File: config.mk
export PLATFORM = sky130hd
export DESIGN_NAME = uart_rx
export DESIGN_NICKNAME = d
export VERILOG_FILES = /design/src/rtl/uart_pkg.sv /design/src/rtl/uart_rx_sync.sv /design/src/rtl/uart_rx.sv
export SDC_FILE = /design/constraint.sdc
export NUM_CORES = 1
export LEC_CHECK = 0
export ABC_AREA = 1
export CAP_MARGIN = 25
export CORE_MARGIN = 3
export CORE_UTILIZATION = 52
export DETAILED_ROUTE_END_ITERATION = 10
export PLACE_DENSITY = 0.83
export RECOVER_POWER = 25
export SYNTH_ARGS = -nofsm -noshare
export SYNTH_HDL_FRONTEND = slang
export SYNTH_SLANG_ARGS = --single-unit
File: constraint.sdc
create_clock -name clk -period 1.4 [get_ports clk]
set_input_delay 0.28 -clock clk [delete_from_list [all_inputs] [get_ports clk]]
set_output_delay 0.28 -clock clk [all_outputs]
set_load 0.01 [all_outputs]
File: src/rtl/uart_pkg.sv
// Shared types and frame constants for the UART receiver.
package uart_pkg;

    localparam int unsigned DATA_BITS = 8;
    localparam int unsigned STOP_BITS = 1;

    typedef enum logic [2:0] {
        IDLE      = 3'd0,
        START     = 3'd1,
        DATA      = 3'd2,
        STOP      = 3'd3,
        DONE      = 3'd4,
        WAIT_HIGH = 3'd5
    } rx_state_t;

endpackage

File: src/rtl/uart_rx_sync.sv
// Two-flop synchronizer for the asynchronous RX pin; resets to the idle (high) level.
// Ports:
//   clk, rst_n : clock and asynchronous active-low reset
//   d          : asynchronous input
//   q          : synchronized output (2 cycles of latency)
module uart_rx_sync (
    input  logic clk,
    input  logic rst_n,
    input  logic d,
    output logic q
);

    logic meta;

    // Reset to 1 so the line looks idle while coming out of reset.
    always_ff @(posedge clk or negedge rst_n) begin
        if (!rst_n) begin
            meta <= 1'b1;
            q    <= 1'b1;
        end else begin
            meta <= d;
            q    <= meta;
        end
    end

endmodule

File: src/rtl/uart_rx.sv
// UART receiver: 8 data bits, no parity, 1 stop bit, LSB first.
// Deserialises rx into data and raises dr until the consumer pulses go low.
// Optional macro UART_RX_SYNC_EN inserts a 2-flop synchronizer on rx.
// Ports:
//   clk, rst_n : clock and asynchronous active-low reset
//   rx         : serial line, idles high
//   go         : high arms the receiver; low acknowledges dr / aborts a byte
//   data       : received byte, valid while dr = 1
//   dr         : data ready
module uart_rx
    import uart_pkg::*;
#(
    parameter int unsigned CLK_FREQ  = 20_250_000,
    parameter int unsigned BAUD_RATE = 9600
) (
    input  logic                 clk,
    input  logic                 rst_n,
    input  logic                 rx,
    input  logic                 go,
    output logic [DATA_BITS-1:0] data,
    output logic                 dr
);

    localparam int unsigned BIT_TIME  = CLK_FREQ / BAUD_RATE;
    localparam int unsigned HALF_TIME = BIT_TIME / 2;
    // Stop sample lands mid-way through the last stop bit.
    localparam int unsigned STOP_TIME = BIT_TIME * STOP_BITS;
    localparam int unsigned CNT_W     = $clog2(STOP_TIME) + 1;
    localparam int unsigned IX_W      = $clog2(DATA_BITS);

    logic                 rxs;
    rx_state_t            state, state_d;
    logic [CNT_W-1:0]     cnt, cnt_d;
    logic [IX_W-1:0]      ix, ix_d;
    logic [DATA_BITS-1:0] data_d;
    logic                 dr_d;

`ifdef UART_RX_SYNC_EN
    uart_rx_sync u_sync (
        .clk   (clk),
        .rst_n (rst_n),
        .d     (rx),
        .q     (rxs)
    );
`else
    assign rxs = rx;
`endif

    // State and datapath registers.
    always_ff @(posedge clk or negedge rst_n) begin
        if (!rst_n) begin
            state <= IDLE;
            cnt   <= '0;
            ix    <= '0;
            data  <= '0;
            dr    <= 1'b0;
        end else begin
            state <= state_d;
            cnt   <= cnt_d;
            ix    <= ix_d;
            data  <= data_d;
            dr    <= dr_d;
        end
    end

    // Next-state and datapath update.
    always_comb begin
        state_d = state;
        cnt_d   = cnt;
        ix_d    = ix;
        data_d  = data;
        dr_d    = dr;

        if (!go) begin
            // Acknowledge or abort: both land in IDLE with dr cleared.
            state_d = IDLE;
            cnt_d   = '0;
            dr_d    = 1'b0;
        end else begin
            unique case (state)
                IDLE: begin
                    dr_d = 1'b0;
                    if (!rxs) begin
                        state_d = START;
                        cnt_d   = '0;
                    end
                end

                START: begin
                    if (cnt == CNT_W'(HALF_TIME - 1)) begin
                        cnt_d = '0;
                        if (!rxs) begin
                            state_d = DATA;
                            ix_d    = '0;
                        end else begin
                            state_d = IDLE;   // glitch, not a real start bit
                        end
                    end else begin
                        cnt_d = cnt + CNT_W'(1);
                    end
                end

                DATA: begin
                    if (cnt == CNT_W'(BIT_TIME - 1)) begin
                        cnt_d  = '0;
                        data_d = {rxs, data[DATA_BITS-1:1]};
                        ix_d   = ix + IX_W'(1);
                        if (ix == IX_W'(DATA_BITS - 1)) begin
                            state_d = STOP;
                        end
                    end else begin
                        cnt_d = cnt + CNT_W'(1);
                    end
                end

                STOP: begin
                    if (cnt == CNT_W'(STOP_TIME - 1)) begin
                        cnt_d = '0;
                        if (rxs) begin
                            state_d = DONE;
                            dr_d    = 1'b1;
                        end else begin
                            state_d = WAIT_HIGH;   // framing error
                        end
                    end else begin
                        cnt_d = cnt + CNT_W'(1);
                    end
                end

                DONE: begin
                    // Hold dr and data until go drops.
                end

                WAIT_HIGH: begin
                    if (rxs) begin
                        state_d = IDLE;
                    end
                end

                default: begin
                    state_d = IDLE;
                    cnt_d   = '0;
                    dr_d    = 1'b0;
                end
            endcase
        end
    end

endmodule

# After elaboration in Yosys (flattened, before gate mapping)
# Index checks and enable logic that the tools add are counted.
[classes]
order_cmp = 0
div = 0
reduce_logical = 10
shift = 0
add_sub_neg = 2
n_bitwise = 0
eq_ne = 21
n_mul = 0
n_mux = 23
[op_table]
columns = ["cell", "count"]
rows = [
  ["2-to-1 mux 13 bit", 4],
  ["one-hot mux 13 bit (4 select lines)", 1],
  ["2-to-1 mux 3 bit", 10],
  ["inequality test 3 bit (second input constant)", 7],
  ["one-hot mux 3 bit (6 select lines)", 1],
  ["adder 13 x 1 -> 13 bit (second input constant)", 1],
  ["== test 13 x 11 -> 1 bit (second input constant)", 1],
  ["== test 13 x 12 -> 1 bit (second input constant)", 1],
  ["inequality test 2 bit (second input constant)", 6],
  ["== test 3 bit (second input constant)", 3],
  ["AND reduction 7 bit", 1],
  ["== test 3 x 2 -> 1 bit (second input constant)", 2],
  ["one-hot mux 3 bit (2 select lines)", 1],
  ["AND reduction 3 bit", 2],
  ["AND reduction 5 bit", 1],
  ["2-to-1 mux 1 bit", 4],
  ["OR reduction 2 bit", 2],
  ["OR reduction 4 bit", 1],
  ["adder 3 x 1 -> 3 bit (second input constant)", 1],
  ["== test 3 x 1 -> 1 bit (second input constant)", 1],
  ["logical NOT 3 bit", 1],
  ["2-to-1 mux 2 bit", 1],
  ["one-hot mux 1 bit (2 select lines)", 1],
  ["AND reduction 2 bit", 1],
  ["nonzero test 2 bit", 1],
]
[totals]
register_bits = 28
ram_bits = 0
output_inout_bits = 9
mem_bits_ro = 0
latch_bits = 0
inputBits = 4
elab_cells = 61
memories = 0

# Longest topological paths before layout
[depth]
depth_word = 5
depth_mapped = 10
mapped_depth_nobuf = 10

# Worst setup path after synthesis
# No wires, ideal clock.
[synth_timing]
path_type = "reg-to-reg"
from = "reg cnt[0]"
to = "reg cnt[4]"
required_ps = 1273
arrival_time_ps = 1393
path_stages_with_launch = 10
synth_period_minus_slack_ps = 1520
path_slack_ps = -120
n_path_buf = 0
cell_sequence = "dfrtp_1 -> inv_1 -> ha_1 -> nand2_1 -> nor2_1 -> nand3_4 -> nand2_1 -> nand2_2 -> a21oi_4 -> nor2_1"
[synth_via]
elab_chain_len = 4
word_cells_on_any_way = 7
classes_between = "add/sub (1); eq/ne (2); mux (4)"
[synth_lines]
columns = ["item", "line", "source"]
rows = [
  ["start, declared", "uart_rx.sv:33", "logic [CNT_W-1:0] cnt, cnt_d;"],
  ["start signal, assigned", "uart_rx.sv:59", "cnt <= cnt_d;"],
  ["adder 13 x 1 -> 13 bit (tied with other cells)", "uart_rx.sv:99, uart_rx.sv:112, uart_rx.sv:126", ""],
  ["2-to-1 mux 13 bit (on tied branches)", "uart_rx.sv:104, uart_rx.sv:117, uart_rx.sv:90", ""],
  ["one-hot mux 13 bit (4 select lines) *", "uart_rx.sv:80", "unique case (state)"],
  ["2-to-1 mux 13 bit *", "uart_rx.sv:74", "if (!go) begin"],
]
# Mark *: on every way between the ends. The rest lies on a longest branch, timed or not.
# A chain may end at the register's enable or synchronous reset.

# Final worst setup path
[layout_timing]
from = "reg cnt[0]"
to = "reg cnt[9]"
# Same word-level chain as after synthesis.

==> flow_summary.json <==
{
  "status": "finished with violations",
  "violations": "setup timing",
  "portBuffers": 12,
  "maxSlewViolCount": 0,
  "num_vias": 2271,
  "power_density_nw_per_um2": 1050,
  "drive_gt1_share_pct": 47.6,
  "gp_congestion": 0.939,
  "pre_cts_ws_ns": -0.322,
  "worstPathMaxFanout": 3,
  "tightestPinTransition_ns": 0.754,
  "die_y_um": 64.4,
  "path_clk_slew_ns": 0.17,
  "nets": 330,
  "io_pins": 13,
  "yosys_warnings": 0,
  "setup_ws_ns": -0.409,
  "setup_violations": 28,
  "htreeDepth": 1,
  "final_util_pct": 87.2,
  "diodes": 0,
  "syn_inst": 239,
  "yosys.area.top_type": "dfrtp_1",
  "synth_top_area_share_pct": 39.6,
  "crit_path_start_kind": "register",
  "worstRegToRegCells": 10,
  "synth-main-ff-cell": "dfrtp_1",
  "first_pass_iters": 5,
  "ant_nets": 0,
  "ys_seq_elements": 28,
  "grt_max_degree": 29,
  "worst_hold_path_type": "primary input to async pin",
  "cts.sinks": 28,
  "crit_type": "register to register",
  "min_period_ns": 1.81,
  "cts_buffers": 3,
  "drv_cap": 0,
  "overflow": 0,
  "fin_crit_sh_pct": 129,
  "critPathLaunch": "cnt[0]$_DFFE_PN0P_",
  "yosysMostFrequentCell": "nand2_1",
  "grt_pass1_wl_um": 10100,
  "rr_endpoint": "cnt[9]$_DFFE_PN0P_",
  "antenna_found_initial": 0,
  "ys_types": 28,
  "vdd_ir_drop_max_v": 0.000924,
  "hpwl_um": 3380,
  "syn_nets": 248,
  "first_global_vias": 2036,
  "cts_buffer_depth": 2,
  "required_ns": 1.68,
  "fmax_ghz": 0.553,
  "slew_headroom_pct": 49.7,
  "ys_top_cells_by_area": "dfrtp_1, nand2_1, nor2_1",
  "holdWs_ns": 0.474,
  "area_delta_synth_final_pct": 55.3,
  "cp-end-kind": "register",
  "endpoint": "cnt[9]$_DFFE_PN0P_",
  "grt_usage_pct": 32.4,
  "crit_arrival_ns": 2.09,
  "synth_edf_count": 0,
  "rsz0062_at_grt": "yes",
  "start_util_pct": 56.2,
  "placed_area_um2": 2330,
  "synth.cell_area_um2": 1770,
  "r2r_slack_ns": -0.41,
  "syn_avg_cell_area_um2": 7.41,
  "drt-vias-per-instance": 6.26,
  "async_reset_ff_share_pct": 100,
  "first_iter_violations": 327,
  "ys_seq_area_share_pct": 39.6,
  "wire_per_inst_um": 21.5,
  "synth_common_cells": "nand2_1, nor2_1, inv_1",
  "cts_tree": "built",
  "r2r_start": "cnt[0]$_DFFE_PN0P_",
  "fillers": 145,
  "drc": 0,
  "fp.dieArea_um2": 4140,
  "std_cell_rows": 20,
  "wirelength_um": 7790,
  "p_leak_nw": 1.28,
  "dieWidth_um": 64.4,
  "setup_tns_ns": -7.61,
  "clock_latency_ns": 0.37,
  "root_buffer": "clkbuf_4",
  "design_area_um2": 2750,
  "hold_violations": 0,
  "coreArea_um2": 3150,
  "fin_skew_ns": 0.0138
}
## metrics by stage
| stage | power [mW] | cells |
|---|---|---|
| final | 2.88 | 363 |
| after global placement | 1.94 | 343 |
| after CTS | 2.59 | 364 |
| after detailed placement | 1.97 | 343 |
| after global routing | 2.98 | 363 |
| after floorplan | 1.45 | 239 |
## worst max-delay path: stages (launching register included)
cell and delay, ns:
dfrtp_1 0.44, buf_6 0.13, buf_4 0.11, nand3_1 0.11, nor2_1 0.20, nand3_1 0.18
buf_4 0.18, nor2_1 0.12, nand3_1 0.11, nand2_1 0.10, nor2_2 0.04
## power breakdown
| group | switching, mW | internal [mW] |
|---|---|---|
| combinational | 0.965 | 0.617 |
| sequential | 0.0615 | 0.852 |
| clock | 0.285 | 0.102 |
| total | 1.31 | 1.57 |
## sequential cells by signal (all words and copies together), names as in the netlist
name	count
cnt	13
data	8
dr	1
ix	3
state	3
## cell families (layout without fill, tap and decap cells)
| group | count (synthesis) | in the layout | share of synthesized area (%) |
|---|---|---|---|
| AO/OA/AOI/OAI | 23 | 23 | 8.98 |
| adder cells (fa/ha/maj) | 5 | 5 | 3.53 |
| buffers and inverters | 37 | 114 | 8.34 |
| flip-flops | 28 | 28 | 39.6 |
| AND/OR/NAND/NOR | 140 | 143 | 36.6 |
| XOR/XNOR | 6 | 6 | 2.97 |
## area by class of cell
cell class	count	area, um2	share of cell area [%]
clock buffers	3	22.5	0.819
multi-input cells	177	1220	44.3
well taps	44	55.1	2.00
inverters	35	146	5.33
repair buffers	76	606	22.0
flip-flops and latches	28	702	25.5
## metal layers
metal  vias up  wire (um)  share of wire [%]  global-route usage (%)
met1      1062       2830                 36                    39.2
met3        76        841                 11                    4.04
met2       216       3480                 45                    52.8
met5         -          0                  0                       0
li1        917          -                  -                       -
met4         0        643                8.3                    23.0
## placed cells by master, fill, tap and decap left out, types with 2 or more instances in the layout
cell type / n
buf_4: 58
nand2_1: 45
dfrtp_1: 27
inv_1: 26
nor2_1: 20
nand2_2: 17
nor2_2: 14
nand3_1: 14
o21ai_2: 9
dlygate4sd2_1: 9
inv_2: 7
nand2_4: 7
nor2_4: 7
nand3_4: 7
nand3_2: 7
buf_6: 5
o21ai_0: 4
nor3_1: 3
xor2_1: 3
o21ai_1: 3
clkbuf_4: 3
a21oi_4: 2
nand4_1: 2
xnor2_1: 2
ha_1: 2
ha_4: 2
clkdlybuf4s50_1: 2
## timing repair
item                                    4_1_cts  5_1_grt
hold buffers                                  0        0
gates cloned                                  4        0
endpoints found under the setup margin       37       29
endpoints found under the hold margin         0        0
setup buffers                                14        3
resized for setup                            40       49
pin swaps                                    11       25
## how the worst min path moves through the flow
stage                   startpoint            endpoint  slack (ns)  cells after the start
floorplan                    rst_n  cnt[0]$_DFFE_PN0P_       -0.02                      0
global route                 rst_n      dr$_DFFE_PN0P_        0.53                      2
detailed placement  dr$_DFFE_PN0P_      dr$_DFFE_PN0P_        0.47                      2
CTS                          rst_n  cnt[7]$_DFFE_PN0P_        0.27                      2
finish                       rst_n      dr$_DFFE_PN0P_        0.47                      2
global placement    dr$_DFFE_PN0P_      dr$_DFFE_PN0P_        0.46                      2
Note: power is estimated with default switching activity, not from simulation.
